--- config.mk ---
export PLATFORM = sky130hd
export DESIGN_NAME = fpu_pipe_core
export DESIGN_NICKNAME = d
export VERILOG_FILES = /design/src/rtl/fpu_pipe_core.sv
export SDC_FILE = /design/constraint.sdc
export NUM_CORES = 2
export LEC_CHECK = 0
export ABC_AREA = 1
export CAP_MARGIN = 20
export CORE_MARGIN = 4
export CORE_UTILIZATION = 35
export DETAILED_ROUTE_END_ITERATION = 7
export MAX_ROUTING_LAYER = met4
export PLACE_DENSITY_LB_ADDON = 0.3
export SETUP_SLACK_MARGIN = 0.15
export SYNTH_ARGS = -nofsm -noshare
export SYNTH_HDL_FRONTEND = slang
export SYNTH_SLANG_ARGS = --single-unit
--- constraint.sdc ---
create_clock -name clock -period 6.92 [get_ports clock]
set_input_delay 0.692 -clock clock [delete_from_list [all_inputs] [get_ports clock]]
set_output_delay 0.692 -clock clock [all_outputs]
set_load 0.03 [all_outputs]
--- src/rtl/fpu_pipe_core.sv ---
// fpu_pipe_core: multi-cycle IEEE-754 add/sub/mul with rdy/ack handshakes, RNE rounding and flags.
// Define FPU_SUBNORMAL_EN for gradual underflow; without it, subnormal inputs and tiny results flush to zero.
`default_nettype none

module fpu_pipe_core #(
   parameter int bitness = 32
) (
   input  logic               clock,
   input  logic               reset,
   input  logic               input_rdy,
   output logic               input_ack,
   output logic               output_rdy,
   input  logic               output_ack,
   input  logic [bitness-1:0] data_a,
   input  logic [bitness-1:0] data_b,
   input  logic [3:0]         command,
   output logic [bitness-1:0] result,
   output logic [3:0]         flags
);

   localparam int EXP_W  = (bitness == 16) ? 5  : (bitness == 32) ? 8  : (bitness == 64) ? 11 : 15;
   localparam int MANT_W = (bitness == 16) ? 10 : (bitness == 32) ? 23 : (bitness == 64) ? 52 : 112;
   localparam int F_W    = MANT_W + 4;
   localparam int XW     = EXP_W + 2;
   localparam int BIAS   = (1 << (EXP_W - 1)) - 1;
   localparam logic signed [XW-1:0] BIAS_S = XW'(BIAS);
   localparam logic signed [XW-1:0] EMAX_S = XW'((1 << EXP_W) - 1);
   localparam logic signed [XW-1:0] ONE_S  = XW'(1);
   localparam logic [XW-1:0]        DMAX   = XW'(MANT_W + 3);
   localparam logic [bitness-1:0]   QNAN   = {1'b0, {EXP_W{1'b1}}, 1'b1, {(MANT_W-1){1'b0}}};

   if (!(bitness == 16 || bitness == 32 || bitness == 64 || bitness == 128)) begin : g_bad_bitness
      $error("fpu_pipe_core: bitness must be 16, 32, 64 or 128");
   end

   typedef enum logic [3:0] {
      GET_INPUT, UNPACK, SPECIAL, ALIGN, OP, NORMALIZE, ROUND, PACK, PUT_RESULT
   } state_t;

   state_t state;

   logic [bitness-1:0]   a_r, b_r;
   logic [3:0]           cmd_r;
   logic                 sa, sb, inf_a, inf_b, nan_a, nan_b, snan_a, snan_b, zero_a, zero_b;
   logic signed [XW-1:0] ea, eb, exp_r;
   logic [MANT_W:0]      ma, mb, mant_r;
   logic [F_W-1:0]       big_f, small_f, norm_r;
   logic [F_W:0]         sum_r;
   logic                 sign_big, sign_small, sign_r, zero_r, tiny_r, inexact_r;

   function automatic logic signed [XW-1:0] eff_exp(input logic [EXP_W-1:0] ex);
`ifdef FPU_SUBNORMAL_EN
      return (ex == '0) ? ONE_S : {2'b00, ex};
`else
      return {2'b00, ex};
`endif
   endfunction

   function automatic logic [MANT_W:0] eff_man(input logic [EXP_W-1:0] ex, input logic [MANT_W-1:0] fr);
`ifdef FPU_SUBNORMAL_EN
      return {ex != '0, fr};
`else
      return (ex != '0) ? {1'b1, fr} : '0;
`endif
   endfunction

   function automatic logic is_zero(input logic [EXP_W-1:0] ex, input logic [MANT_W-1:0] fr);
`ifdef FPU_SUBNORMAL_EN
      return (ex == '0) && (fr == '0);
`else
      return (ex == '0) && (fr == fr);
`endif
   endfunction

   function automatic logic signed [XW-1:0] lzc(input logic [F_W-1:0] v);
      logic signed [XW-1:0] n;
      logic                 found;
      n     = XW'(F_W);
      found = 1'b0;
      for (int i = F_W - 1; i >= 0; i--) begin
         if (!found && v[i]) begin
            n     = XW'(F_W - 1 - i);
            found = 1'b1;
         end
      end
      return n;
   endfunction

   // Special-case detection, in priority order
   logic               sp_hit, sp_inv, is_mul;
   logic [bitness-1:0] sp_res;
   always_comb begin
      is_mul = (cmd_r == 4'd2);
      sp_hit = 1'b1;
      sp_inv = 1'b0;
      sp_res = QNAN;
      if (cmd_r > 4'd2) begin
         sp_inv = 1'b1;
      end else if (nan_a || nan_b) begin
         sp_inv = snan_a || snan_b;
      end else if (!is_mul && inf_a && inf_b && (sa != sb)) begin
         sp_inv = 1'b1;
      end else if (is_mul && ((inf_a && zero_b) || (inf_b && zero_a))) begin
         sp_inv = 1'b1;
      end else if (inf_a || inf_b) begin
         sp_res = {(is_mul ? (sa ^ sb) : (inf_a ? sa : sb)), {EXP_W{1'b1}}, {MANT_W{1'b0}}};
      end else if (is_mul && (zero_a || zero_b)) begin
         sp_res = {sa ^ sb, {(bitness-1){1'b0}}};
      end else begin
         sp_hit = 1'b0;
      end
   end

   logic                 al_swap;
   logic signed [XW-1:0] al_exp;
   logic [XW-1:0]        al_diff;
   logic [MANT_W:0]      al_small_m;
   logic [F_W-1:0]       al_big, al_small, al_ext, al_lost;
   always_comb begin
      al_swap    = (eb > ea);
      al_exp     = al_swap ? eb : ea;
      al_diff    = al_swap ? (eb - ea) : (ea - eb);
      al_small_m = al_swap ? ma : mb;
      al_big     = {(al_swap ? mb : ma), 3'b000};
      al_ext     = {al_small_m, 3'b000};
      al_lost    = al_ext & ~({F_W{1'b1}} << al_diff);
      if (al_diff >= DMAX)
         al_small = {{(F_W-1){1'b0}}, |al_small_m};
      else
         al_small = (al_ext >> al_diff) | {{(F_W-1){1'b0}}, |al_lost};
   end

   logic [2*MANT_W+1:0]  op_prod;
   logic [F_W:0]         op_sum;
   logic signed [XW-1:0] op_exp;
   logic                 op_sign, op_zero, op_eff_sub;
   always_comb begin
      op_prod    = ma * mb;
      op_sum     = '0;
      op_exp     = exp_r;
      op_sign    = sign_big;
      op_zero    = 1'b0;
      op_eff_sub = sign_big ^ sign_small;
      if (cmd_r == 4'd2) begin
         op_sum  = {op_prod[2*MANT_W+1:MANT_W-2], |op_prod[MANT_W-3:0]};
         op_exp  = ea + eb - BIAS_S;
         op_sign = sa ^ sb;
      end else begin
         if (!op_eff_sub) begin
            op_sum = {1'b0, big_f} + {1'b0, small_f};
         end else if (big_f >= small_f) begin
            op_sum = {1'b0, big_f} - {1'b0, small_f};
         end else begin
            op_sum  = {1'b0, small_f} - {1'b0, big_f};
            op_sign = sign_small;
         end
         op_zero = (op_sum == '0);
         // An exact cancellation is +0; only (-0)+(-0) keeps the minus sign
         if (op_zero && op_eff_sub)
            op_sign = 1'b0;
      end
   end

   logic signed [XW-1:0] nm_exp, nm_lz;
   logic [F_W-1:0]       nm_val;
   logic                 nm_tiny;
`ifdef FPU_SUBNORMAL_EN
   logic [XW-1:0]        dn_sh;
   logic [F_W-1:0]       dn_lost;
`endif
   always_comb begin
      nm_lz  = '0;
      nm_val = '0;
      nm_exp = exp_r;
      if (sum_r[F_W]) begin
         nm_val = sum_r[F_W:1] | {{(F_W-1){1'b0}}, sum_r[0]};
         nm_exp = exp_r + ONE_S;
      end else begin
         nm_lz  = lzc(sum_r[F_W-1:0]);
         nm_val = sum_r[F_W-1:0] << nm_lz;
         nm_exp = exp_r - nm_lz;
      end
      nm_tiny = (nm_exp < ONE_S);
`ifdef FPU_SUBNORMAL_EN
      dn_sh   = ONE_S - nm_exp;
      dn_lost = nm_val & ~({F_W{1'b1}} << dn_sh);
      if (nm_tiny) begin
         if (dn_sh >= XW'(F_W))
            nm_val = {{(F_W-1){1'b0}}, |nm_val};
         else
            nm_val = (nm_val >> dn_sh) | {{(F_W-1){1'b0}}, |dn_lost};
         nm_exp = ONE_S;
      end
`endif
   end

   logic                 rd_up, rd_inexact;
   logic [MANT_W+1:0]    rd_sum;
   logic [MANT_W:0]      rd_mant;
   logic signed [XW-1:0] rd_exp;
   always_comb begin
      rd_up      = norm_r[2] & (norm_r[1] | norm_r[0] | norm_r[3]);
      rd_sum     = {1'b0, norm_r[F_W-1:3]} + {{(MANT_W+1){1'b0}}, rd_up};
      rd_inexact = |norm_r[2:0];
      if (rd_sum[MANT_W+1]) begin
         rd_mant = rd_sum[MANT_W+1:1];
         rd_exp  = exp_r + ONE_S;
      end else begin
         rd_mant = rd_sum[MANT_W:0];
         rd_exp  = exp_r;
      end
   end

   logic [bitness-1:0] pk_res;
   logic [3:0]         pk_flags;
   always_comb begin
      if (zero_r) begin
         pk_res   = {sign_r, {(bitness-1){1'b0}}};
         pk_flags = 4'b0000;
      end else if (exp_r >= EMAX_S) begin
         pk_res   = {sign_r, {EXP_W{1'b1}}, {MANT_W{1'b0}}};
         pk_flags = 4'b0101;
      end else if (exp_r <= 0) begin
         pk_res   = {sign_r, {(bitness-1){1'b0}}};
         pk_flags = 4'b0011;
      end else begin
         // A clear hidden bit marks a subnormal, whose exponent field is 0
         pk_res   = {sign_r, exp_r[EXP_W-1:0] & {EXP_W{mant_r[MANT_W]}}, mant_r[MANT_W-1:0]};
         pk_flags = {2'b00, tiny_r & inexact_r, inexact_r};
      end
   end

   always_ff @(posedge clock) begin
      if (!reset) begin
         state      <= GET_INPUT;
         input_ack  <= 1'b0;
         output_rdy <= 1'b0;
         result     <= '0;
         flags      <= '0;
      end else begin
         input_ack <= 1'b0;
         case (state)
            GET_INPUT: if (input_rdy) begin
               a_r       <= data_a;
               b_r       <= data_b;
               cmd_r     <= command;
               input_ack <= 1'b1;
               flags     <= '0;
               state     <= UNPACK;
            end
            UNPACK: begin
               sa     <= a_r[bitness-1];
               sb     <= b_r[bitness-1] ^ (cmd_r == 4'd1);
               ea     <= eff_exp(a_r[bitness-2:MANT_W]);
               eb     <= eff_exp(b_r[bitness-2:MANT_W]);
               ma     <= eff_man(a_r[bitness-2:MANT_W], a_r[MANT_W-1:0]);
               mb     <= eff_man(b_r[bitness-2:MANT_W], b_r[MANT_W-1:0]);
               zero_a <= is_zero(a_r[bitness-2:MANT_W], a_r[MANT_W-1:0]);
               zero_b <= is_zero(b_r[bitness-2:MANT_W], b_r[MANT_W-1:0]);
               inf_a  <= (&a_r[bitness-2:MANT_W]) && (a_r[MANT_W-1:0] == '0);
               inf_b  <= (&b_r[bitness-2:MANT_W]) && (b_r[MANT_W-1:0] == '0);
               nan_a  <= (&a_r[bitness-2:MANT_W]) && (a_r[MANT_W-1:0] != '0);
               nan_b  <= (&b_r[bitness-2:MANT_W]) && (b_r[MANT_W-1:0] != '0);
               snan_a <= (&a_r[bitness-2:MANT_W]) && (a_r[MANT_W-1:0] != '0) && !a_r[MANT_W-1];
               snan_b <= (&b_r[bitness-2:MANT_W]) && (b_r[MANT_W-1:0] != '0) && !b_r[MANT_W-1];
               state  <= SPECIAL;
            end
            SPECIAL: if (sp_hit) begin
               result     <= sp_res;
               flags      <= {sp_inv, 3'b000};
               output_rdy <= 1'b1;
               state      <= PUT_RESULT;
            end else begin
               state <= ALIGN;
            end
            ALIGN: begin
               if (cmd_r != 4'd2) begin
                  big_f      <= al_big;
                  small_f    <= al_small;
                  exp_r      <= al_exp;
                  sign_big   <= al_swap ? sb : sa;
                  sign_small <= al_swap ? sa : sb;
               end
               state <= OP;
            end
            OP: begin
               sum_r  <= op_sum;
               exp_r  <= op_exp;
               sign_r <= op_sign;
               zero_r <= op_zero;
               state  <= NORMALIZE;
            end
            NORMALIZE: begin
               norm_r <= nm_val;
               exp_r  <= nm_exp;
               tiny_r <= nm_tiny;
               state  <= ROUND;
            end
            ROUND: begin
               mant_r    <= rd_mant;
               exp_r     <= rd_exp;
               inexact_r <= rd_inexact;
               state     <= PACK;
            end
            PACK: begin
               result     <= pk_res;
               flags      <= pk_flags;
               output_rdy <= 1'b1;
               state      <= PUT_RESULT;
            end
            PUT_RESULT: if (output_ack) begin
               output_rdy <= 1'b0;
               state      <= GET_INPUT;
            end
            default: state <= GET_INPUT;
         endcase
      end
   end

endmodule

`default_nettype wire

# Word-level counts from Yosys, hierarchy flattened
# Cells that the tools add are included.
[totals]
ff_bits = 330
latch_bits = 0
mem_bits_rw = 0
rom_bits = 0
in_bits = 72
elab_cells = 336
mem_count = 0
[op_classes]
add_sub_neg = 10
n_mul = 1
div = 0
order_cmp = 7
eq_ne = 18
n_shift = 3
mux = 141
bitwise_logic = 12
n_reduce_logical = 106
[op_table]
columns = ["cell", "n"]
rows = [
  ["10-bit 2-to-1 mux", 32],
  ["32-bit 2-to-1 mux", 7],
  ["28-bit 2-to-1 mux", 4],
  ["24-bit 2-to-1 mux", 4],
  ["31-bit 2-to-1 mux", 3],
  ["1-bit 2-to-1 mux", 74],
  ["32-bit one-hot mux with 2 select lines", 1],
  ["27-bit by 27-bit subtractor with 28-bit output", 2],
  ["27-bit by 1-bit bitwise OR with 27-bit output", 2],
  ["24-bit by 24-bit multiplier with 48-bit output", 1],
  ["23-bit logical NOT", 2],
  ["23-bit nonzero test", 2],
  ["1-bit logical AND", 40],
  ["10-bit one-hot mux with 4 select lines", 1],
  ["4-bit one-hot mux with 9 select lines", 1],
  ["1-bit logical NOT", 29],
  ["27-bit by 27-bit adder with 28-bit output", 1],
  ["28-bit logical NOT", 1],
  ["27-bit AND", 1],
  ["27-bit >= comparator", 1],
  ["27-bit 2-to-1 mux", 1],
  ["27-bit NOT", 1],
  ["27-bit OR reduction", 1],
  ["27-bit by 10-bit left shift with 27-bit output", 1],
  ["other kinds (47)", 85],
]

# Logic depth before layout (Yosys ltp)
[logic_depth]
depth_word = 109
ltp_mapped = 39

# Least setup slack after synthesis
# No wires, ideal clock.
[synth_timing]
path_type = "reg2reg"
startpoint = "register mb[3]"
endpoint = "register sum_r[27], data pin"
setup_ns = 0.269
t_arrival_ns = 6.446
required_time_ns = 6.651
path_slack_ns = 0.205
stages_incl_launch_ff = 28
n_path_buf = 2
path_cell_list = "edfxtp_1 clkbuf_1 clkbuf_1 nand2_1 fa_1 inv_1 fa_1 fa_1 fa_1 fa_1 inv_1 fa_1 inv_1 fa_1 ha_1 a21oi_1 inv_1 a31oi_1 nand2_1 a21boi_1 o21ai_0 a21boi_1 inv_1 a21o_1 a21oi_1 o21ai_1 xnor2_1 o21ai_1"
[synth_via]
elab_chain_cells = 2
[synth_lines]
columns = ["item", "line_no", "source"]
rows = [
  ["start, declared", "46", "logic [MANT_W:0] ma, mb, mant_r;"],
  ["start signal, assigned", "257", "mb <= eff_man(b_r[bitness-2:MANT_W], b_r[MANT_W-1:0]);"],
  ["24-bit by 24-bit multiplier with 48-bit output", "138", "op_prod = ma * mb;"],
  ["28-bit 2-to-1 mux", "144", "if (cmd_r == 4'd2) begin"],
  ["net op_sum[27]", "134", "logic [F_W:0] op_sum;"],
  ["end signal, assigned", "287", "sum_r <= op_sum;"],
  ["end, declared", "48", "logic [F_W:0] sum_r;"],
]
# The timed path passes the listed nets, and every way through them passes these cells.
# A chain may end at the register's enable or synchronous reset.

# Worst setup path in the final report
[layout_timing]
startpoint = "register ma[9]"
endpoint = "register sum_r[27], data pin"
[layout_via]
elab_chain_cells = 2
[layout_lines]
columns = ["item", "line_no", "source"]
rows = [
  ["start, declared", "46", ""],
  ["start signal, assigned", "256", "ma <= eff_man(a_r[bitness-2:MANT_W], a_r[MANT_W-1:0]);"],
  ["24-bit by 24-bit multiplier with 48-bit output", "138", ""],
  ["28-bit 2-to-1 mux", "144", ""],
  ["net op_sum[27]", "134", ""],
]
# The timed path passes the listed nets, and every way through them passes these cells.

==> flow_summary.ini <==
[detailed_routing]
wl_per_cell_um = 18.9
vias_per_cell = 5.05
ant_nets = 0
drt_pass1_iterations = 6
drt_wl_total_um = 133000
num_vias = 35408
drc_errors = 0
drt-initial-drc-count = 2867

[grt]
grt_pass1_wl_um = 204000
grt_usage_pct = 21.7
grt-ovfl-total = 0
antenna_found_initial = 4
grt_pass1_vias = 35487
grt_max_degree = 81

[final_layout]
syn2layout_area_growth_pct = 15.1
multi_input_comb_area_um2 = 27100
final_core_util_pct = 40.7
drive_above_1_share_pct = 8.44
num-fill-cells = 11927
regArea_um2 = 9490
final_cell_count_no_fill = 7015
num-nets-final = 6308

[synthesis]
ys_top_cells_by_count = nand2_1, inv_1, fa_1
syn_inst = 5334
syn_area_um2 = 41400
ys_seq_elements = 330
synth_edf_count = 288
yosysSeqAreaShare_pct = 22.9
synth_top_area_share_pct = 23.6
ys.flop_type = edfxtp_1
yosysMostFrequentCell = nand2_1
synth_nets = 6179
yosysWarnings = 0
synth_top_area_cell = fa_1
ys_types = 65
synth_area_leaders = fa_1, edfxtp_1, nand2_1, inv_1, ha_1
async_flop_share_pct = 0
synth_area_per_cell_um2 = 7.75

[clock_network]
clkSlewWorstSetupHoldPaths_ps = 60
cts_tree = yes
cts.sinks = 330
cts_buffers = 39
insertion_delay_ps = 590
cts_buffer_depth = 3
h-tree-depth = 2
clock-root-buffer = clkbuf_16

[min_path]
hold_path_end = sa
worstHoldStart = a_r[31]
hold_depth = 0
hp-class = register to register

[setup_path]
crit_arrival_ps = 7020
critPathBufInv = 8
critPathKind = register to register
cp_max_fo = 7
rr_endpoint = sum_r[27]
cpPeakStageDelay_ps = 560
worstPathRequired_ps = 7240
reg2reg_from = ma[9]
reg2reg_slack_ps = 220
path_common_cell = fa_1
critPathSlowestCell = fa_1
rr_worst_depth = 25
worstSetupEndpointType = register
crit_family = adder cells
cp-start-kind = register

[timing]
skew_ps = 34.8
drv_slew = 0
setup_viol = 0
period_minus_slack_ps = 6700
hold_violations = 0
rsz0062_at_grt = true
fmaxAchievable_ghz = 0.149
fin_crit_sh_pct = 96.8
tightest_slew_ps = 990
worst_hold_slack_ps = 428
maxSlewHeadroom_pct = 32.3

[place]
gp_congestion = 0.943
dpl.hpwl_um = 106000
place_inst = 6864
io_buffers = 109

[floorplanning]
die_x_um = 352
pin_count = 110
die_area_um2 = 124000
rows = 125
coreArea_um2 = 117000
initial_core_util_pct = 35.4
die_h_um = 352

[outcome]
status = finished clean

[flow_run]
cap_violations = 0
[layout by cell type (no fill, tap or decap), drive strengths merged, types with 21 or more instances in the layout]
cell type	count
fa	488
ha	285
nor2	318
a21oi	257
o21ai	242
nor3	29
nand2	1281
xnor2	24
edfxtp	288
a31oi	25
nand4	51
buf	238
dfxtp	42
clkbuf	52
o211ai	21
inv	1149
nand3	345
clkdlybuf4s50	109
xor2	76
[sequential cells by signal, indices dropped and copies added, names as in the netlist, 4 cells and up]
name and flops:
flags 4, mb 24, cmd_r 4, result 32, norm_r 27, state 4, eb 8, small_f 27
big_f 24, mant_r 24, b_r 32, ea 8, ma 24, exp_r 10, sum_r 28, a_r 32
[worst max-delay path by stage]
stage | depth (start not counted) | endpoint | start
after floorplan | 27 | sum_r[27] | mb[3]
after global placement | 27 | sum_r[18] | mb[0]
after detailed placement | 30 | sum_r[27] | ma[9]
after CTS | 29 | sum_r[27] | ma[9]
after global routing | 34 | sum_r[21] | ma[5]
final | 25 | sum_r[27] | ma[9]
[metrics by stage]
stage,cell area [um^2],setup TNS (ps),worst slack (ps)
finish,47600,0,218
global route,47600,-40.6,-29.0
CTS,46400,0,132
detailed placement,44900,-369,-95.4
global placement,44900,0,12.1
floorplan,41400,0,205
[per-layer routing]
metal  global-route usage [%]  part of all wire (%)  vias to the layer above
met5                        -                     0                        -
met4                     5.79                   2.8                        0
met3                     2.28                   5.4                      185
met2                     36.0                    48                     1108
met1                     28.5                    44                    17310
li1                         -                     -                    16805
[cells by family after synthesis]
| group | count (synthesis) | synth area share, % |
|---|---|---|
| buffers and inverters | 1409 | 13.0 |
| adders and majority gates | 773 | 32.2 |
| muxes | 5 | 0.124 |
| AOI/OAI and AO/OA | 646 | 8.75 |
| xor gates and xnor gates | 100 | 2.14 |
| DFF | 330 | 22.9 |
| and+or+nand+nor | 2071 | 20.8 |
[timing repair]
action	in CTS	in global routing
endpoints found under the setup margin	13	20
hold endpoints to repair	0	0
buffers inserted	15	61
pin swaps	9	73
gates cloned	1	5
hold buffers	0	0
resized for setup	24	139
[area by class of cell]
| type | instances | share of cell area, % |
|---|---|---|
| Timing Repair Buffer | 352 | 7.50 |
| Tap cell | 1524 | 4.01 |
| Clock inverter | 20 | 0.384 |
| Clock buffer | 47 | 2.20 |
| Inverter | 1145 | 9.03 |
| Antenna cell | 2 | 0.0105 |
| Multi-Input combinational cell | 3595 | 56.9 |
| Sequential cell | 330 | 19.9 |
Power is left out: the tool's default activity adds up to more than one toggle a clock period on the data nets, which glitch-free logic cannot reach.
